[src/rtl/fetch_unit_pkg.sv]
// Shared constants and types for the instruction-fetch stage of the 8-bit CPU.
// The decode and control stages use the same opcode and state definitions.
package fetch_unit_pkg;

    localparam int ADDR_W   = 8;
    localparam int INSTR_W  = 10;
    localparam int OPCODE_W = 4;

    localparam logic [ADDR_W-1:0]   RESET_PC = 8'h00;
    localparam logic [OPCODE_W-1:0] HALT_OP  = 4'b1111;

    typedef enum logic {
        ST_RUN  = 1'b0,
        ST_HALT = 1'b1
    } fetch_state_e;

    function automatic logic is_halt(input logic [INSTR_W-1:0] instr);
        return instr[INSTR_W-1 -: OPCODE_W] == HALT_OP;
    endfunction

endpackage

[src/rtl/fetch_unit_program_counter.sv]
// Program counter register: a load of an explicit target wins over increment,
// and the value holds when neither is requested.
module program_counter
    import fetch_unit_pkg::*;
(
    input  logic              clk,
    input  logic              reset,
    input  logic              load_en,
    input  logic [ADDR_W-1:0] load_pc,
    input  logic              inc_en,
    output logic [ADDR_W-1:0] pc
);

    logic [ADDR_W-1:0] pc_q;
    logic [ADDR_W-1:0] pc_d;

    always_comb begin
        pc_d = pc_q;
        if (load_en) begin
            pc_d = load_pc;
        end else if (inc_en) begin
            // Natural modulo-2^ADDR_W wrap: 8'hFF advances to 8'h00.
            pc_d = pc_q + ADDR_W'(1);
        end
    end

    always_ff @(posedge clk or posedge reset) begin
        if (reset) begin
            pc_q <= RESET_PC;
        end else begin
            pc_q <= pc_d;
        end
    end

    assign pc = pc_q;

endmodule

[src/rtl/fetch_unit.sv]
// Instruction-fetch stage: owns the PC, reads the async instruction memory and
// hands a one-entry fetch register to decode over a valid/ready handshake.
module fetch_unit
    import fetch_unit_pkg::*;
(
    input  logic               clk,
    input  logic               reset,
    output logic [ADDR_W-1:0]  imem_addr,
    input  logic [INSTR_W-1:0] imem_instr,
    input  logic               redirect_valid,
    input  logic [ADDR_W-1:0]  redirect_pc,
    output logic               if_valid,
    input  logic               if_ready,
    output logic [INSTR_W-1:0] if_instr,
    output logic [ADDR_W-1:0]  if_pc,
    output logic               halted
);

    // Handshake: an entry transfers on any rising edge where if_valid && if_ready.
    // if_valid, if_instr and if_pc stay stable until that transfer, unless a
    // redirect discards the entry.

    fetch_state_e       state_q, state_d;
    logic               valid_q, valid_d;
    logic [INSTR_W-1:0] instr_q, instr_d;
    logic [ADDR_W-1:0]  ifpc_q,  ifpc_d;
    logic [ADDR_W-1:0]  pc;
    logic               load;

    program_counter u_pc (
        .clk     (clk),
        .reset   (reset),
        .load_en (redirect_valid),
        .load_pc (redirect_pc),
        .inc_en  (load),
        .pc      (pc)
    );

    // Redirect suppresses the fetch so the stale sequential slot never lands.
    assign load = (state_q == ST_RUN) && (!valid_q || if_ready) && !redirect_valid;

    always_comb begin
        state_d = state_q;
        valid_d = valid_q;
        instr_d = instr_q;
        ifpc_d  = ifpc_q;
        if (redirect_valid) begin
            state_d = ST_RUN;
            valid_d = 1'b0;
        end else if (load) begin
            valid_d = 1'b1;
            instr_d = imem_instr;
            ifpc_d  = pc;
            if (is_halt(imem_instr)) begin
                state_d = ST_HALT;
            end
        end else if (valid_q && if_ready) begin
            valid_d = 1'b0;
        end
    end

    always_ff @(posedge clk or posedge reset) begin
        if (reset) begin
            state_q <= ST_RUN;
            valid_q <= 1'b0;
            instr_q <= '0;
            ifpc_q  <= '0;
        end else begin
            state_q <= state_d;
            valid_q <= valid_d;
            instr_q <= instr_d;
            ifpc_q  <= ifpc_d;
        end
    end

    assign imem_addr = pc;
    assign if_valid  = valid_q;
    assign if_instr  = instr_q;
    assign if_pc     = ifpc_q;
    assign halted    = (state_q == ST_HALT);

endmodule

[config.mk]
export PLATFORM = sky130hd
export DESIGN_NAME = fetch_unit
export DESIGN_NICKNAME = d
export VERILOG_FILES = /design/src/rtl/fetch_unit_pkg.sv /design/src/rtl/fetch_unit_program_counter.sv /design/src/rtl/fetch_unit.sv
export SDC_FILE = /design/constraint.sdc
export NUM_CORES = 1
export LEC_CHECK = 0
export BUFFER_PORTS_ARGS = -buffer_cell sky130_fd_sc_hd__buf_2
export CORE_UTILIZATION = 40
export CTS_CLUSTER_DIAMETER = 80
export CTS_CLUSTER_SIZE = 8
export DETAILED_ROUTE_END_ITERATION = 12
export HOLD_SLACK_MARGIN = 0.02
export PLACE_DENSITY_LB_ADDON = 0.12
export SLEW_MARGIN = 10
export SYNTH_ARGS = -nofsm -noshare
export SYNTH_HDL_FRONTEND = slang
export SYNTH_SLANG_ARGS = --single-unit
[constraint.sdc]
create_clock -name clk -period 1.42 [get_ports clk]
set_input_delay 0.213 -clock clk [delete_from_list [all_inputs] [get_ports clk]]
set_output_delay 0.213 -clock clk [all_outputs]
set_load 0.01 [all_outputs]
# Yosys cells after proc, flatten, opt, wreduce, memory -nomap -nowiden
# Cells that the tools add are included.
[classes] add_sub_neg=1 eq_ne=1 muxes=8 n_bitwise=2 reduce_logical=11
[op_table] operator="$mux 8" n=2
[op_table] operator="$add 8x1->8 const B" n=1
[op_table] operator="$mux 1" n=6
[op_table] operator="$eq 4x4->1 const B" n=1
[op_table] operator="$reduce_and 2->1" n=2
[op_table] operator="$reduce_bool 2->1" n=2
[op_table] operator="$logic_and 1x1->1" n=3
[op_table] operator="$reduce_bool 3->1" n=1
[op_table] operator="$logic_not 1->1" n=2
[op_table] operator="$not 1->1" n=2
[op_table] operator="$logic_or 1x1->1" n=1
[word_totals] ff_bits=28 wordCells=28

# Longest topological paths before layout
# Gate-level depths: netlist of the first run.
[depth] depth_word=6 depth_mapped=5

# Cells and area by module
# A second synthesis of the first run with hierarchy kept.
[hier_totals] cells_unflattened=98 hier_area_um2=1258.7
[modules_own_cells] mod="fetch_unit" instances=1 cells_per_inst=48 area_each_um2=813.3
[modules_own_cells] mod="program_counter" instances=1 cells_per_inst=50 area_each_um2=445.4

# Worst setup path before layout of the first run
# Ideal clock, no wire load.
[synth_timing] path_kind="register to register" startpoint="register valid_q, in the netlist if_valid" endpoint="register instr_q[6], in the netlist if_instr[6]" arrival_time_ps=1458 required_ps=1295 slack_ps=-163 stages_incl_launch_ff=6 path_buffers=2 period_less_slack_ps=1583 cell_sequence="dfrtp_1 nor2b_4 buf_6 nor3_4 buf_12 mux2_4"
[synth_via] elab_chain_len=5
[synth_lines] item="start, declared" line_no="fetch_unit.sv:24" text="logic valid_q, valid_d;"
[synth_lines] item="start signal, assigned" line_no="fetch_unit.sv:70" text="valid_q <= valid_d;"
[synth_lines] item="$logic_not 1->1" line_no="fetch_unit.sv:40" text="assign load = (state_q == ST_RUN) && (!valid_q || if_ready) && !redirect_valid;"
[synth_lines] item="$logic_or 1x1->1" line_no="fetch_unit.sv:40"
[synth_lines] item="$logic_and 1x1->1 (2 in series)" line_no="fetch_unit.sv:40"
[synth_lines] item="$reduce_and 2->1 (no source line)"
[synth_lines] item="end signal, assigned" line_no="fetch_unit.sv:71" text="instr_q <= instr_d;"
[synth_lines] item="end, declared" line_no="fetch_unit.sv:25" text="logic [INSTR_W-1:0] instr_q, instr_d;"
# No other way between the ends.
# A chain may end at the register's enable or synchronous reset.

# Worst setup path in the final report of the first run
[layout_timing] startpoint="register state_q, in the netlist halted" endpoint="register instr_q[2], in the netlist if_instr[2]"
[layout_via] elab_chain_len=4
[layout_lines] item="start, declared" line_no="fetch_unit.sv:23" text="fetch_state_e state_q, state_d;"
[layout_lines] item="start signal, assigned" line_no="fetch_unit.sv:69" text="state_q <= state_d;"
[layout_lines] item="$not 1->1" line_no="fetch_unit.sv:40"
[layout_lines] item="$logic_and 1x1->1 (2 in series)" line_no="fetch_unit.sv:40"
[layout_lines] item="$reduce_and 2->1 (no source line)"
# No other way between the ends.

==> flow_results.xml, run 1 <==
<?xml version="1.0" encoding="UTF-8"?>
<metrics>
  <group name="floorplan">
    <metric name="io_pins" unit="">50</metric>
    <metric name="die_width" unit="um">58.5</metric>
    <metric name="chipHeight" unit="um">58.5</metric>
    <metric name="placeableCoreArea" unit="um2">3030</metric>
    <metric name="design.die.area" unit="um2">3420</metric>
    <metric name="placement_rows" unit="">20</metric>
    <metric name="floorplan.initialDensity" unit="%">42.1</metric>
  </group>
  <group name="placement">
    <metric name="place_hpwl" unit="um">1910</metric>
    <metric name="place_congestion" unit="">0.728</metric>
    <metric name="placement.cell_area" unit="um2">1600</metric>
    <metric name="io_buffers" unit="">49</metric>
  </group>
  <group name="worst_setup_path">
    <metric name="path_class" unit="">reg2reg</metric>
    <metric name="path_delay_family" unit="">flip-flops</metric>
    <metric name="worstSetupEndpointType" unit="">flip-flop</metric>
    <metric name="critPathMaxStageDelay" unit="ps">480</metric>
    <metric name="timing.critical_path.fanout_max" unit="">7</metric>
    <metric name="crit_path_start" unit="">halted</metric>
    <metric name="arrival" unit="ps">1590</metric>
    <metric name="reg2reg_slack" unit="ps">50</metric>
    <metric name="worstPathBufferInverterCount" unit="">1</metric>
    <metric name="startpoint_type" unit="">flip-flop</metric>
    <metric name="timing.critical_path.cells" unit="">nor3_4, buf_4, mux2_2</metric>
    <metric name="worst_endpoint_required_time" unit="ps">1640</metric>
    <metric name="worstRegToRegCells" unit="">3</metric>
    <metric name="timing.critical_path.slowest_stage_cell" unit="">sky130_fd_sc_hd__dfrtp_2</metric>
    <metric name="worst_r2r_endpoint" unit="">if_instr[2]</metric>
    <metric name="critical_path.reg2reg.startpoint" unit="">halted</metric>
  </group>
  <group name="synthesis">
    <metric name="netlist-cell-type-count" unit="">24</metric>
    <metric name="yosys_warnings" unit="">0</metric>
    <metric name="synthXorXnorAreaFrac" unit="%">4.80</metric>
    <metric name="number_of_enable_type_register_cells_in_the_synthesized_netlist" unit="">0</metric>
    <metric name="synth_top_cell_by_area" unit="">sky130_fd_sc_hd__dfrtp_1</metric>
    <metric name="synth_top_family_by_area" unit="">multiplexers</metric>
    <metric name="synth_mux_area_share" unit="%">19.6</metric>
    <metric name="synth_top_cells_by_area" unit="">sky130_fd_sc_hd__dfrtp_1, sky130_fd_sc_hd__mux2_4, sky130_fd_sc_hd__mux2_2</metric>
    <metric name="synth_top_area_share" unit="%">54.9</metric>
    <metric name="postSynthNetCount" unit="">120</metric>
    <metric name="seq_area_frac_synth" unit="%">54.9</metric>
    <metric name="post_synth_instance_area" unit="um2">1280</metric>
    <metric name="synth.most_common_cell" unit="">sky130_fd_sc_hd__dfrtp_1</metric>
    <metric name="synth_compound_area_share" unit="%">3.53</metric>
    <metric name="syn-instance-count" unit="">97</metric>
    <metric name="syn-mean-instance-area" unit="um2">13.2</metric>
    <metric name="yosys.area_share.simple" unit="%">12.5</metric>
    <metric name="synth_seq_cells" unit="">28</metric>
    <metric name="async_flop_share" unit="%">100</metric>
    <metric name="netlist_top_cells_count" unit="">sky130_fd_sc_hd__dfrtp_1, sky130_fd_sc_hd__nand2_1, sky130_fd_sc_hd__mux2_4</metric>
    <metric name="synthAdderAreaFrac" unit="%">0.980</metric>
    <metric name="dominant_synthesized_flop_cell" unit="">sky130_fd_sc_hd__dfrtp_1</metric>
  </group>
  <group name="sta">
    <metric name="part_of_the_cycle_the_worst_path_needs" unit="%">96.8</metric>
    <metric name="totalNegativeSetupSlack" unit="ps">0</metric>
    <metric name="grt_setup_unrepaired" unit="">yes</metric>
    <metric name="final-max-slew-violation-count" unit="">0</metric>
    <metric name="setup_viol_count_final" unit="">0</metric>
    <metric name="timing.slew.headroom" unit="%">81.4</metric>
    <metric name="fin_worst_skew" unit="ps">17.0</metric>
    <metric name="timing_worst_slew_pin_value" unit="ps">278</metric>
    <metric name="hold_viol" unit="">0</metric>
    <metric name="period_minus_slack" unit="ps">1370</metric>
    <metric name="max_freq" unit="MHz">728</metric>
  </group>
  <group name="drt">
    <metric name="avgRoutedWirePerCell" unit="um">12.5</metric>
    <metric name="avgViaCountPerCell" unit="">4.69</metric>
    <metric name="antenna_violating_nets_post_route" unit="">0</metric>
    <metric name="initial_drt_markers" unit="">12</metric>
    <metric name="drc_errors" unit="">0</metric>
    <metric name="routed-via-count" unit="">933</metric>
    <metric name="overall_routed_net_length" unit="um">2500</metric>
    <metric name="drtPass1Iterations" unit="">4</metric>
  </group>
  <group name="min_path">
    <metric name="worst_hold_path_type" unit="">in2reg</metric>
    <metric name="worstHoldPathCells" unit="">3</metric>
    <metric name="hp-start" unit="">redirect_pc[6]</metric>
    <metric name="worst_hold_path.endpoint" unit="">u_pc.pc[6]</metric>
  </group>
  <group name="pwr">
    <metric name="leakage" unit="nW">0.816</metric>
    <metric name="power.share.clock" unit="%">25.4</metric>
    <metric name="ir_worst_vdd" unit="uV">583</metric>
    <metric name="p_sw_share" unit="%">27.2</metric>
    <metric name="power.combinational.fraction" unit="%">25.4</metric>
    <metric name="p_per_area" unit="nW/um2">1210</metric>
    <metric name="p_switching" unit="mW">0.557</metric>
    <metric name="share_seq_of_total_power" unit="%">49.2</metric>
    <metric name="power.internal" unit="mW">1.49</metric>
  </group>
  <group name="grt">
    <metric name="grt_overflow" unit="">0</metric>
    <metric name="antenna_found_initial" unit="">0</metric>
    <metric name="grt_pass1_wl" unit="um">4020</metric>
    <metric name="grt_max_degree" unit="">19</metric>
    <metric name="all_layer_global_routing_usage" unit="%">15.7</metric>
    <metric name="via_count_of_the_first_global_routing_pass" unit="">899</metric>
  </group>
  <group name="clocking">
    <metric name="ctsRootBufferMaster" unit="">sky130_fd_sc_hd__clkbuf_4</metric>
    <metric name="clock_tree_from_tritoncts" unit="">yes</metric>
    <metric name="worst_setup_hold_path_clk_slew" unit="ps">160</metric>
    <metric name="clk-insertion-delay-late" unit="ps">330</metric>
    <metric name="cts_sinks" unit="">28</metric>
    <metric name="cts-htree-levels" unit="">1</metric>
    <metric name="numCtsBuffers" unit="">3</metric>
    <metric name="deepest_clock_path_buffer_count" unit="">2</metric>
  </group>
  <group name="cells_and_area">
    <metric name="area_occupied_by_multi_input_gates" unit="um2">541</metric>
    <metric name="n_fill_cell" unit="">275</metric>
    <metric name="number_of_diodes" unit="">0</metric>
    <metric name="num-nets-final" unit="">179</metric>
    <metric name="postLayoutCoreUtil" unit="%">55.7</metric>
    <metric name="stdcell_area" unit="um2">1690</metric>
    <metric name="regArea" unit="um2">702</metric>
    <metric name="synthesis_to_finish_area_growth" unit="%">32.1</metric>
    <metric name="post_route_cells_drive_above_1_share" unit="%">55.5</metric>
  </group>
  <group name="run_status">
    <metric name="outcome" unit="">finished, final reports clean</metric>
  </group>
  <group name="run">
    <metric name="maxCapViolCount" unit="">0</metric>
  </group>
</metrics>
-- state kept, by name (all words and copies together) (netlist names) --
name / count
if_pc: 8
u_pc.pc: 8
if_valid: 1
halted: 1
if_instr: 10
-- per-layer routing --
metal  track usage [%]  up-vias  part of all wire [%]
met5                 0        -                     0
met4              8.16        0                  0.96
met3              2.20        2                   4.6
met2              24.6       28                    48
met1              21.4      455                    47
li1                  -      448                     -
-- power groups by stage --
stage	sequential, mW	combinational, mW	clock, mW
floorplan	1.08	0.257	0
global placement	1.02	0.509	0
detailed placement	1.03	0.516	0
CTS	1.01	0.521	0.534
global route	1.03	0.568	0.566
finish	1.01	0.520	0.519
-- worst max-delay path by stage --
| stage | endpoint | slack, ps | cells past startpoint |
|---|---|---|---|
| after global routing | if_instr[2] | -7 | 3 |
| final | if_instr[2] | 50 | 3 |
| after floorplan | if_instr[6] | -160 | 5 |
| after detailed placement | u_pc.pc[7] | 30 | 4 |
| after global placement | u_pc.pc[7] | 50 | 5 |
| after CTS | u_pc.pc[7] | 6 | 4 |
-- stage by stage --
step / hold WS [ps] / instances / power, mW / worst slack [ps]
after floorplan: 278 / 97 / 1.33 / -163
final: 75.7 / 199 / 2.05 / 45.9
after CTS: 69.6 / 198 / 2.07 / 6.39
after global routing: 64.6 / 199 / 2.16 / -6.74
after detailed placement: 245 / 193 / 1.54 / 28.7
after global placement: 238 / 193 / 1.53 / 53.5
-- cells in the final DEF, fill, tap and decap left out, types with 3 or more instances in the layout --
master,instances
sky130_fd_sc_hd__mux2_2,8
sky130_fd_sc_hd__nand2_1,12
sky130_fd_sc_hd__nor2_1,4
sky130_fd_sc_hd__nor4_2,3
sky130_fd_sc_hd__xnor2_1,7
sky130_fd_sc_hd__dfrtp_1,27
sky130_fd_sc_hd__clkbuf_4,3
sky130_fd_sc_hd__buf_2,49
sky130_fd_sc_hd__o21ai_0,6
sky130_fd_sc_hd__mux2_4,10
sky130_fd_sc_hd__buf_4,7
-- logic make-up (layout without fill, tap and decap cells) --
logic type	after synthesis	count (layout)
xor+xnor	7	7
fa+ha+maj	1	1
simple gates	27	27
compound gates	9	9
flops	28	28
mux	19	19
buf+inv	6	64
-- timing repair --
action | 4_1_cts | 5_1_grt
hold buffers | 1 | 0
setup endpoints to repair | 0 | 16
hold endpoints to repair | 28 | 0
resized for setup | 0 | 3
buffers inserted | 0 | 1
-- worst reg2reg max path, cell delays in order, from the launching register on --
cell and delay, ps:
sky130_fd_sc_hd__dfrtp_2 480, sky130_fd_sc_hd__nor3_4 220, sky130_fd_sc_hd__buf_4 220, sky130_fd_sc_hd__mux2_2 340
-- final cells by class --
class / instances / share of cell area (%)
repair buffers: 58 / 19.5
well taps: 44 / 3.27
clock inverters: 1 / 1.78
inverters: 2 / 0.445
clock buffers: 3 / 1.34
flip-flops and latches: 28 / 41.6
multi-input cells: 63 / 32.1
(Power assumes the default switching activity.)
==> run 2: changes to the inputs <==
--- a/config.mk
+++ b/config.mk
@@ -7,10 +7,10 @@
 export LEC_CHECK = 0
 export BUFFER_PORTS_ARGS = -buffer_cell sky130_fd_sc_hd__buf_2
 export CORE_UTILIZATION = 40
-export CTS_CLUSTER_DIAMETER = 80
+export CTS_CLUSTER_DIAMETER = 150
 export CTS_CLUSTER_SIZE = 8
 export DETAILED_ROUTE_END_ITERATION = 12
-export HOLD_SLACK_MARGIN = 0.02
+export HOLD_SLACK_MARGIN = 0.12
 export PLACE_DENSITY_LB_ADDON = 0.12
 export SLEW_MARGIN = 10
 export SYNTH_ARGS = -nofsm -noshare
==> flow_results.xml, run 2 (same netlist as run 1, synthesis figures left out) <==
<?xml version="1.0" encoding="UTF-8"?>
<metrics>
  <group name="run_status">
    <metric name="outcome" unit="">finished, final reports clean</metric>
  </group>
  <group name="grt">
    <metric name="grt_pass1_wl" unit="um">4260</metric>
    <metric name="via_count_of_the_first_global_routing_pass" unit="">965</metric>
    <metric name="grt_overflow" unit="">0</metric>
    <metric name="antenna_found_initial" unit="">0</metric>
    <metric name="grt_max_degree" unit="">19</metric>
    <metric name="all_layer_global_routing_usage" unit="%">16.6</metric>
  </group>
  <group name="cells_and_area">
    <metric name="n_fill_cell" unit="">260</metric>
    <metric name="stdcell_count" unit="">214</metric>
    <metric name="stdcell_area" unit="um2">1840</metric>
    <metric name="synthesis_to_finish_area_growth" unit="%">43.8</metric>
    <metric name="regArea" unit="um2">702</metric>
    <metric name="area_occupied_by_multi_input_gates" unit="um2">541</metric>
    <metric name="num-nets-final" unit="">194</metric>
    <metric name="post_route_cells_drive_above_1_share" unit="%">50.6</metric>
    <metric name="most-common-layout-cells" unit="">sky130_fd_sc_hd__buf_2, sky130_fd_sc_hd__dfrtp_1, sky130_fd_sc_hd__dlygate4sd3_1, sky130_fd_sc_hd__nand2_1, sky130_fd_sc_hd__mux2_4</metric>
    <metric name="number_of_flip_flops_in_the_largest_register" unit="">10</metric>
    <metric name="mostFrequentLayoutCell" unit="">sky130_fd_sc_hd__buf_2</metric>
    <metric name="postLayoutCoreUtil" unit="%">60.6</metric>
    <metric name="number_of_diodes" unit="">0</metric>
  </group>
  <group name="clocking">
    <metric name="worst_setup_hold_path_clk_slew" unit="ps">160</metric>
    <metric name="clock_tree_from_tritoncts" unit="">yes</metric>
    <metric name="cts_sinks" unit="">28</metric>
    <metric name="clk-insertion-delay-late" unit="ps">330</metric>
    <metric name="numCtsBuffers" unit="">3</metric>
    <metric name="ctsRootBufferMaster" unit="">sky130_fd_sc_hd__clkbuf_4</metric>
    <metric name="cts-htree-levels" unit="">1</metric>
    <metric name="deepest_clock_path_buffer_count" unit="">2</metric>
  </group>
  <group name="drt">
    <metric name="avgRoutedWirePerCell" unit="um">12.1</metric>
    <metric name="antenna_violating_nets_post_route" unit="">0</metric>
    <metric name="drtPass1Iterations" unit="">4</metric>
    <metric name="overall_routed_net_length" unit="um">2580</metric>
    <metric name="routed-via-count" unit="">986</metric>
    <metric name="drc_errors" unit="">0</metric>
    <metric name="initial_drt_markers" unit="">16</metric>
    <metric name="avgViaCountPerCell" unit="">4.61</metric>
  </group>
  <group name="placement">
    <metric name="place_hpwl" unit="um">1910</metric>
    <metric name="place_congestion" unit="">0.728</metric>
    <metric name="io_buffers" unit="">49</metric>
    <metric name="placement.cell_area" unit="um2">1600</metric>
    <metric name="dp_cells" unit="">193</metric>
  </group>
  <group name="worst_setup_path">
    <metric name="worstSetupEndpointType" unit="">flip-flop</metric>
    <metric name="path_class" unit="">reg2reg</metric>
    <metric name="worst_endpoint_required_time" unit="ps">1640</metric>
    <metric name="timing.critical_path.fanout_max" unit="">7</metric>
    <metric name="arrival" unit="ps">1600</metric>
    <metric name="startpoint_type" unit="">flip-flop</metric>
  </group>
  <group name="sta">
    <metric name="final-max-slew-violation-count" unit="">0</metric>
    <metric name="part_of_the_cycle_the_worst_path_needs" unit="%">96.9</metric>
    <metric name="period_minus_slack" unit="ps">1380</metric>
    <metric name="fin_worst_skew" unit="ps">17.1</metric>
    <metric name="timing.slew.headroom" unit="%">81.0</metric>
    <metric name="max_freq" unit="MHz">727</metric>
    <metric name="timing_worst_slew_pin_value" unit="ps">283</metric>
    <metric name="setup_viol_count_final" unit="">0</metric>
    <metric name="hold_viol" unit="">0</metric>
    <metric name="worst_hold_check_slack" unit="ps">136</metric>
    <metric name="grt_setup_unrepaired" unit="">yes</metric>
  </group>
  <group name="pwr">
    <metric name="leakage" unit="nW">0.879</metric>
    <metric name="p_switching" unit="mW">0.564</metric>
    <metric name="power.combinational.fraction" unit="%">26.5</metric>
    <metric name="p_per_area" unit="nW/um2">1130</metric>
    <metric name="power.share.clock" unit="%">25.1</metric>
    <metric name="ir_worst_vdd" unit="uV">583</metric>
    <metric name="report.power.total" unit="mW">2.08</metric>
    <metric name="p_sw_share" unit="%">27.1</metric>
    <metric name="share_seq_of_total_power" unit="%">48.4</metric>
    <metric name="power.internal" unit="mW">1.52</metric>
  </group>
  <group name="floorplan">
    <metric name="io_pins" unit="">50</metric>
    <metric name="floorplan.initialDensity" unit="%">42.1</metric>
    <metric name="placement_rows" unit="">20</metric>
    <metric name="die_width" unit="um">58.5</metric>
    <metric name="placeableCoreArea" unit="um2">3030</metric>
    <metric name="chipHeight" unit="um">58.5</metric>
    <metric name="design.die.area" unit="um2">3420</metric>
  </group>
  <group name="run">
    <metric name="maxCapViolCount" unit="">0</metric>
  </group>
  <group name="min_path">
    <metric name="worst_hold_path_type" unit="">in2reg</metric>
  </group>
</metrics>
-- run 2: cell count changes in the layout (fill, tap and decap cells not counted) --
cell / change
sky130_fd_sc_hd__dlygate4sd3_1: +15
-- run 2: worst paths after layout --
path,start,end,slack (ps),depth (start not counted)
worst max register to register,halted,if_instr[2],40,3
min in group asynchronous,reset,if_pc[5],410,4
worst min-delay path,imem_instr[9],if_instr[9],140,2
worst min register to register,if_instr[3],if_instr[3],520,1
max in group asynchronous,reset,if_valid,820,4
worst max-delay path,halted,if_instr[2],40,3
-- run 2: per-layer routing --
| layer | vias up | track usage, % | share of wire (%) |
|---|---|---|---|
| li1 | 480 | - | - |
| met1 | 476 | 21.7 | 46 |
| met2 | 28 | 27.1 | 49 |
| met3 | 2 | 2.42 | 3.8 |
| met4 | 0 | 8.16 | 0.93 |
| met5 | - | 0 | 0 |
-- run 2: final cells by class --
class / instances / area share [%]
clock buffer: 3 / 1.23
clock inverter: 1 / 1.64
timing repair buffer: 73 / 26.0
multi-input combinational: 63 / 29.4
tap: 44 / 3.00
sequential: 28 / 38.2
inverter: 2 / 0.409
-- run 2: power by group through the flow --
stage | combinational (mW) | sequential [mW] | clock [mW]
after floorplan | 0.257 | 1.08 | 0
after global placement | 0.509 | 1.02 | 0
after detailed placement | 0.516 | 1.03 | 0
after CTS | 0.550 | 1.01 | 0.534
after global routing | 0.602 | 1.03 | 0.566
final | 0.552 | 1.01 | 0.521
-- run 2: what timing repair did --
item	CTS	global route
buffers inserted	0	1
hold buffers	15	1
gates resized for setup	0	3
endpoints found under the setup margin	0	15
hold endpoints to repair	42	1
-- run 2: worst max-delay path, cell delays in order, from the launching register on --
cell and delay (ps):
sky130_fd_sc_hd__dfrtp_2 490, sky130_fd_sc_hd__nor3_4 220, sky130_fd_sc_hd__buf_4 220, sky130_fd_sc_hd__mux2_2 340
-- run 2: metrics by stage --
| stage | worst slack, ps | setup TNS, ps |
|---|---|---|
| finish | 44.7 | 0 |
| global route | -6.74 | -6.74 |
| CTS | 6.39 | 0 |
| detailed placement | 28.7 | 0 |
| global placement | 53.5 | 0 |
| floorplan | -163 | -2040 |
